## src/rtl/riscvboy_decode_pkg.sv

```systemverilog
// Shared decode-stage definitions: instruction class codes, memory op bit
// positions within the decode info bus, and the load/store unit FSM encoding.
package riscvboy_decode_pkg;

  localparam logic [2:0] TYPE_ALU = 3'b001;
  localparam logic [2:0] TYPE_BJP = 3'b010;
  localparam logic [2:0] TYPE_MEM = 3'b011;
  localparam logic [2:0] TYPE_CSR = 3'b100;

  localparam int MEM_OP_W = 8;
  localparam int MEM_LB   = 0;
  localparam int MEM_LH   = 1;
  localparam int MEM_LW   = 2;
  localparam int MEM_LBU  = 3;
  localparam int MEM_LHU  = 4;
  localparam int MEM_SB   = 5;
  localparam int MEM_SH   = 6;
  localparam int MEM_SW   = 7;

  typedef enum logic [1:0] {
    LSU_IDLE = 2'd0,
    LSU_REQ  = 2'd1,
    LSU_WAIT = 2'd2
  } lsu_state_e;

endpackage

```

## src/rtl/lsu_ldext.sv

```systemverilog
// Load data alignment: picks the addressed byte/half out of the read word
// and sign- or zero-extends it according to the one-hot load op.
module lsu_ldext
  import riscvboy_decode_pkg::*;
(
  input  logic [MEM_OP_W-1:0] op,
  input  logic [1:0]          addr_lo,
  input  logic [31:0]         rdata,
  output logic [31:0]         data
);

  logic [7:0]  byte_sel;
  logic [15:0] half_sel;
  logic        unused_op;

  assign unused_op = ^{op[MEM_SW:MEM_SB], op[MEM_LW]};

  always_comb begin
    case (addr_lo)
      2'd0:    byte_sel = rdata[7:0];
      2'd1:    byte_sel = rdata[15:8];
      2'd2:    byte_sel = rdata[23:16];
      default: byte_sel = rdata[31:24];
    endcase
    half_sel = addr_lo[1] ? rdata[31:16] : rdata[15:0];
  end

  // lw (and anything not a narrow load) passes the word through untouched
  always_comb begin
    data = rdata;
    if (op[MEM_LB])       data = {{24{byte_sel[7]}}, byte_sel};
    else if (op[MEM_LBU]) data = {24'd0, byte_sel};
    else if (op[MEM_LH])  data = {{16{half_sel[15]}}, half_sel};
    else if (op[MEM_LHU]) data = {16'd0, half_sel};
  end

endmodule

```

## src/rtl/lsu.sv

```systemverilog
// Execute-stage load/store unit: one outstanding access on a valid/ready
// data-memory bus, pipeline stall while busy, registered writeback/exceptions.
module lsu
  import riscvboy_decode_pkg::*;
#(
  parameter int         DECODE_INFO_BUS_WIDTH = 14,
  parameter logic [2:0] MEM_TYPE_CODE         = 3'b011
) (
  input  logic                             clk_sys,
  input  logic                             rst_sys,
  input  logic [DECODE_INFO_BUS_WIDTH-1:0] i_decode_info_bus,
  input  logic [31:0]                      i_rs1data_e,
  input  logic [31:0]                      i_rs2data_e,
  input  logic [31:0]                      i_imm_e,
  input  logic [4:0]                       i_rdidx_e,
  output logic                             o_lsu_stall,
  output logic                             o_mem_req_vld,
  input  logic                             i_mem_req_rdy,
  output logic [31:0]                      o_mem_addr,
  output logic                             o_mem_we,
  output logic [31:0]                      o_mem_wdata,
  output logic [3:0]                       o_mem_wstrb,
  input  logic                             i_mem_rsp_vld,
  input  logic [31:0]                      i_mem_rsp_rdata,
  input  logic                             i_mem_rsp_err,
  output logic                             o_wb_vld,
  output logic [4:0]                       o_wb_rdidx,
  output logic [31:0]                      o_wb_data,
  output logic                             o_misalign_exc,
  output logic                             o_bus_err_exc,
  output logic [31:0]                      o_exc_addr
);

  function automatic logic [31:0] store_wdata(input logic [MEM_OP_W-1:0] op,
                                              input logic [31:0] rs2);
    if (op[MEM_SB]) return {4{rs2[7:0]}};
    if (op[MEM_SH]) return {2{rs2[15:0]}};
    if (op[MEM_SW]) return rs2;
    return '0;
  endfunction

  function automatic logic [3:0] store_wstrb(input logic [MEM_OP_W-1:0] op,
                                             input logic [1:0] lo);
    if (op[MEM_SB]) return 4'b0001 << lo;
    if (op[MEM_SH]) return lo[1] ? 4'b1100 : 4'b0011;
    if (op[MEM_SW]) return 4'b1111;
    return 4'b0000;
  endfunction

  lsu_state_e          state, state_nxt;
  logic [2:0]          type_code;
  logic [MEM_OP_W-1:0] op;
  logic                unused_bus;
  logic                mem_op;
  logic [31:0]         eff_addr;
  logic                misalign;
  logic                issue;
  logic                mis_hit;
  logic                req_vld;
  logic                rsp_fire;
  logic [31:0]         ld_data;

  logic [MEM_OP_W-1:0] op_p0;
  logic [31:0]         addr_p0;
  logic [4:0]          rdidx_p0;
  logic [31:0]         wdata_p0;
  logic [3:0]          wstrb_p0;

  logic                vld_p1;
  logic                berr_p1;
  logic                mis_p1;
  logic [31:0]         data_p1;
  logic [4:0]          rdidx_p1;
  logic [31:0]         exc_addr_p1;

  // ---- decode and address generation (combinational, from ID/EX) ----
  assign type_code  = i_decode_info_bus[DECODE_INFO_BUS_WIDTH-1 -: 3];
  assign op         = i_decode_info_bus[MEM_OP_W-1:0];
  assign unused_bus = ^i_decode_info_bus[DECODE_INFO_BUS_WIDTH-4:MEM_OP_W];
  assign mem_op     = (type_code == MEM_TYPE_CODE) && (|op);
  assign eff_addr   = i_rs1data_e + i_imm_e;
  assign misalign   = ((op[MEM_LH] | op[MEM_LHU] | op[MEM_SH]) & eff_addr[0])
                    | ((op[MEM_LW] | op[MEM_SW]) & (|eff_addr[1:0]));

  // Decode bus is only looked at in IDLE; a held op while busy never re-issues.
  assign issue    = (state == LSU_IDLE) && mem_op && !misalign && !rst_sys;
  assign mis_hit  = (state == LSU_IDLE) && mem_op && misalign && !rst_sys;
  assign rsp_fire = (state == LSU_WAIT) && i_mem_rsp_vld;

  always_ff @(posedge clk_sys or posedge rst_sys) begin
    if (rst_sys) state <= LSU_IDLE;
    else         state <= state_nxt;
  end

  always_comb begin
    state_nxt = state;
    case (state)
      LSU_IDLE: if (issue)          state_nxt = LSU_REQ;
      LSU_REQ:  if (i_mem_req_rdy)  state_nxt = LSU_WAIT;
      LSU_WAIT: if (i_mem_rsp_vld)  state_nxt = LSU_IDLE;
      default:                      state_nxt = LSU_IDLE;
    endcase
  end

  // Stall drops in the response cycle so ID/EX advances exactly once.
  always_comb begin
    o_lsu_stall = 1'b0;
    req_vld     = 1'b0;
    case (state)
      LSU_IDLE: o_lsu_stall = issue;
      LSU_REQ: begin
        o_lsu_stall = 1'b1;
        req_vld     = 1'b1;
      end
      LSU_WAIT: o_lsu_stall = !i_mem_rsp_vld;
      default:  o_lsu_stall = 1'b0;
    endcase
  end

  // ---- p0: request capture, held through REQ and WAIT ----
  always_ff @(posedge clk_sys) begin
    if (issue) begin
      op_p0    <= op;
      addr_p0  <= eff_addr;
      rdidx_p0 <= i_rdidx_e;
      wdata_p0 <= store_wdata(op, i_rs2data_e);
      wstrb_p0 <= store_wstrb(op, eff_addr[1:0]);
    end
  end

  assign o_mem_req_vld = req_vld;
  assign o_mem_addr    = req_vld ? addr_p0 : '0;
  assign o_mem_we      = req_vld && (|op_p0[MEM_SW:MEM_SB]);
  assign o_mem_wdata   = req_vld ? wdata_p0 : '0;
  assign o_mem_wstrb   = req_vld ? wstrb_p0 : '0;

  lsu_ldext u_ldext (
    .op      (op_p0),
    .addr_lo (addr_p0[1:0]),
    .rdata   (i_mem_rsp_rdata),
    .data    (ld_data)
  );

  // ---- p1: registered writeback and exception pulses ----
  always_ff @(posedge clk_sys or posedge rst_sys) begin
    if (rst_sys) begin
      vld_p1  <= 1'b0;
      berr_p1 <= 1'b0;
      mis_p1  <= 1'b0;
    end else begin
      vld_p1  <= rsp_fire && !i_mem_rsp_err && (|op_p0[MEM_LHU:MEM_LB]);
      berr_p1 <= rsp_fire && i_mem_rsp_err;
      mis_p1  <= mis_hit;
    end
  end

  always_ff @(posedge clk_sys) begin
    if (rsp_fire) begin
      data_p1  <= ld_data;
      rdidx_p1 <= rdidx_p0;
    end
    if (mis_hit)       exc_addr_p1 <= eff_addr;
    else if (rsp_fire) exc_addr_p1 <= addr_p0;
  end

  assign o_wb_vld       = vld_p1;
  assign o_wb_rdidx     = vld_p1 ? rdidx_p1 : '0;
  assign o_wb_data      = vld_p1 ? data_p1 : '0;
  assign o_misalign_exc = mis_p1;
  assign o_bus_err_exc  = berr_p1;
  assign o_exc_addr     = (mis_p1 || berr_p1) ? exc_addr_p1 : '0;

endmodule

```

## config.mk

```make
export PLATFORM = sky130hd
export DESIGN_NAME = lsu
export DESIGN_NICKNAME = d
export VERILOG_FILES = /design/src/rtl/riscvboy_decode_pkg.sv /design/src/rtl/lsu_ldext.sv /design/src/rtl/lsu.sv
export SDC_FILE = /design/constraint.sdc
export NUM_CORES = 1
export LEC_CHECK = 0
export CAP_MARGIN = 15
export CORE_ASPECT_RATIO = 0.9
export CORE_MARGIN = 5
export CORE_UTILIZATION = 51
export CTS_CLUSTER_DIAMETER = 40
export DETAILED_ROUTE_END_ITERATION = 6
export GPL_ROUTABILITY_DRIVEN = 0
export PLACE_DENSITY = 0.85
export SYNTH_ARGS = -nofsm -noshare
export SYNTH_HDL_FRONTEND = slang
export SYNTH_SLANG_ARGS = --single-unit
```

## constraint.sdc

```tcl
create_clock -name clk_sys -period 11.2 [get_ports clk_sys]
set_clock_uncertainty 0.2 [all_clocks]
set_input_delay 1.68 -clock clk_sys [delete_from_list [all_inputs] [get_ports clk_sys]]
set_output_delay 1.68 -clock clk_sys [all_outputs]
set_load 0.03 [all_outputs]
```

==> impl_summary.txt <==
----------------------------------------------------
[Floorplanning]
  Number of rows created at floorplan ... 46
  Die Area ... 20300 um^2
  Die height ... 136 um
  IO Pins ... 295
  Core area ... 17400 um^2
  Die Span X ... 150 um
  Initial cell density of the core ... 0.513

[Timing]
  Final critical-path share of the clock period ... 0.612
  Final hold violation count ... 0
  Setup TNS ... 0 ns
  Min cycle time layout ... 6.85 ns
  Setup violations, final ... 0
  Worst slew margin relative to its limit ... 0.266
  Worst Max-Slew Pin Slew ... 1.10 ns
  Final number of max-transition violations ... 0
  Achievable clock frequency ... 146 MHz
  Unrepaired setup endpoints after global routing ... no

[Worst setup path]
  Startpoint kind of the worst setup timing path ... primary input
  Logic depth of the worst register-to-register path ... 5
  FF-to-FF setup slack ... 8.05 ns
  Maximum single-stage delay on the critical path ... 1.09 ns
  CP required ... 9.32 ns
  Capture instance of the worst register-to-register path ... exc_addr_p1[2]
  Standard cell with the maximum stage delay on the critical path ... clkdlybuf4s50_1
  Startpoint of the worst-slack reg-to-reg timing path ... state[1]
  Type of destination of the critical path ... output port
  Cell breakdown of the critical path ... clkdlybuf4s50_1 -> or2_1 -> nor2_4 -> a31oi_1 -> nor2b_4 -> or3_1 -> clkdlybuf4s50_1
  Critical Path AT ... about 5.0 ns
  Critical Path Most Common Cell ... clkdlybuf4s50_1
  Worst setup path category ... primary input to output port
  Maximum net fanout on the critical path ... 26

[Run status]
  Run status ... finished, final reports clean

[Route]
  Total number of vias ... 7207
  1st-iter DRT viols ... 360
  Drt via density ... between 5 and 6
  Post-detailed-route DRC marker count ... 0
  Pre-antenna DRT Iters ... 5
  Wire length per cell after detailed routing ... 19.3 um
  Detailed-route wire length ... approximately 25000 um
  Post-detailed-route count of antenna-violating nets ... 0

[Hold path]
  Hold Path End ... rdidx_p1[1]
  Type of the most critical hold path ... register to register
  Instance count along the most critical hold path ... 0
  Hold_sp ... rdidx_p0[1]

[Clock network]
  Buffers from clock root to sink, at most ... 2
  Clock buffers created by TritonCTS ... 17
  Clock tree sinks ... roughly 160
  Number of hold-repair buffers added at the cts stage ... 0
  Resized Gates After CTS ... 0
  Setup repair bufs after CTS ... 0
  Clock edge transition at the registers on the reported setup and hold paths ... 0.06 ns
  Clock latency at the later pin of the worst-skew pair ... 0.42 ns
  Master cell of the clock root buffer ... clkbuf_16
  Level count of the clock H-tree ... 4
  Clock tree from TritonCTS ... built

[Synth]
  Dominant register cell in the synthesized netlist ... edfxtp_1
  Number of synthesized flops with an enable pin ... 150
  #FFs+latches synth ... 155
  Number of library cell types mapped by synthesis ... 60
  Number of warnings issued by yosys ... 0
  Post-synthesis instance area ... about 8900 um^2
  Average size of a mapped cell ... 11.2 um^2
  Share of the yosys chip area belonging to registers ... 0.518
  Fraction of registers with async set or reset after synthesis ... 0.0323
  Cell count after synthesis ... 796
  Net count of the mapped netlist ... about 1000

[Layout]
  Post-route core utilization ... 0.723
  Most frequent standard cell in the layout excluding fill and tap cells ... clkdlybuf4s50_1
  Number of antenna diodes ... 0
  Area overhead of the layout relative to synthesis ... 41.0%
  Layout net count ... 1246
  Fraction of final layout cells with drive strength greater than 1 ... 0.0856
  Leading cell types in the layout, fill and taps excluded ... 291 x clkdlybuf4s50_1, 150 x edfxtp_1, 108 x and2_1

[Placement]
  Detailed placement HPWL ... 18700 um
  Port-buffer cells ... 291

[GRT]
  Global routing met1 resource utilization ... 0.305
  Largest net degree at the start of global routing ... 72
  Gr busiest metal ... met2
  Routing usage on met2 ... 0.419
  Global Route Usage Sum ... 0.247
  Global-route wire length before repair ... 38700 um
  Number of antenna violations at the first check in global routing ... 0
  Global-route congestion overflow total ... 0
  Vias in the first global route ... 7249
  M3 GR Usage ... 0.0575

[Power and ir drop]
  Areal power density over the cells ... between 100 and 150 nW/um^2
  VDD IR-drop max ... 0.110 mV
  Static Leakage ... ~0.0046 uW

[Run]
  Count of maximum capacitance violations ... 0

----------------------------------------------------
## critical path, delay by kind of cell
family | cells | cell delay (ns)
buffers and inverters | 2 | 1.75
and+or+nand+nor | 4 | 1.31
AOI/OAI and AO/OA | 1 | 0.19
## power breakdown
part | switching, uW | leakage (uW) | internal, uW
clock network | 231 | 0.000283 | 352
registers | 2.64 | 0.00143 | 652
logic | 137 | 0.00289 | 126
total | 371 | 0.00460 | 1130
## cells by family after synthesis
| family | count (synthesis) | share of synthesized area |
|---|---|---|
| AOI/OAI and AO/OA | 179 | 0.128 |
| xor gates and xnor gates | 30 | 0.0294 |
| adders and majority gates | 32 | 0.0456 |
| buffers and inverters | 55 | 0.0241 |
| DFF | 155 | 0.518 |
| muxes | 58 | 0.0806 |
| and+or+nand+nor | 287 | 0.175 |
## stage by stage
| stage | hold slack, ns | area [um^2] | instances | power [uW] | worst slack, ns |
|---|---|---|---|---|---|
| finish | 0.221 | 12600 | 1315 | 1500 | 4.35 |
| global route | 0.228 | 12600 | 1315 | 1550 | 4.10 |
| CTS | 0.221 | 12600 | 1315 | 1510 | 4.35 |
| detailed placement | 0.206 | 12000 | 1283 | 926 | 4.38 |
| global placement | 0.203 | 12000 | 1283 | 920 | 4.42 |
| floorplan | 0.200 | 8940 | 796 | 817 | 2.42 |
## synth_stat cells, types with 5 or more instances
library cell,n,share of area
nand3_1,10,0.0056
a21o_1,21,0.018
inv_1,7,0.0029
nand2_1,66,0.028
and2_1,109,0.076
mux2i_1,18,0.020
a21oi_1,44,0.025
o21ai_0,55,0.031
xor2_1,10,0.0098
and3_1,6,0.0042
o21ai_1,10,0.0056
nor2_1,26,0.011
a31oi_1,10,0.0070
dfrtp_1,5,0.014
xnor2_1,20,0.020
clkbuf_1,40,0.017
edfxtp_1,150,0.50
mux2_2,31,0.039
a22oi_1,7,0.0059
nor3_1,5,0.0028
mux4_2,8,0.020
buf_2,6,0.0034
nor2b_1,46,0.032
ha_1,31,0.043
## sequential cells by signal, indices dropped and copies added, names as in the netlist
| name | count |
|---|---|
| o_wb_vld | 1 |
| rdidx_p0 | 5 |
| o_misalign_exc | 1 |
| wdata_p0 | 32 |
| o_bus_err_exc | 1 |
| wstrb_p0 | 4 |
| op_p0 | 8 |
| state | 2 |
| data_p1 | 32 |
| rdidx_p1 | 5 |
| addr_p0 | 32 |
| exc_addr_p1 | 32 |
## per-layer routing
| layer | up-vias | routed length (um) | part of all wire |
|---|---|---|---|
| li1 | 3423 | - | - |
| met1 | 3421 | 9960 | 0.39 |
| met2 | 312 | 12500 | 0.49 |
| met3 | 51 | 2070 | 0.082 |
| met4 | 0 | 815 | 0.032 |
| met5 | - | 0 | 0 |
## how the worst max path moves through the flow
| stage | to | from | slack [ns] |
|---|---|---|---|
| after floorplan | o_lsu_stall | i_rs1data_e[0] | 2.42 |
| after global placement | o_lsu_stall | i_decode_info_bus[5] | 4.42 |
| after detailed placement | o_lsu_stall | i_decode_info_bus[5] | 4.38 |
| after CTS | o_lsu_stall | i_decode_info_bus[5] | 4.35 |
| after global routing | o_lsu_stall | i_decode_info_bus[5] | 4.10 |
| final | o_lsu_stall | i_decode_info_bus[5] | 4.35 |
## layout make-up
class / count / area, um^2
multi-input combinational: 586 / 4120
fill: 1235 / 4830
tap: 240 / 300
clock inverter: 14 / 169
inverter: 7 / 26.3
clock buffer: 18 / 429
timing repair buffer: 295 / 2940
sequential: 155 / 4630
Note: power is estimated with default switching activity, not from simulation.
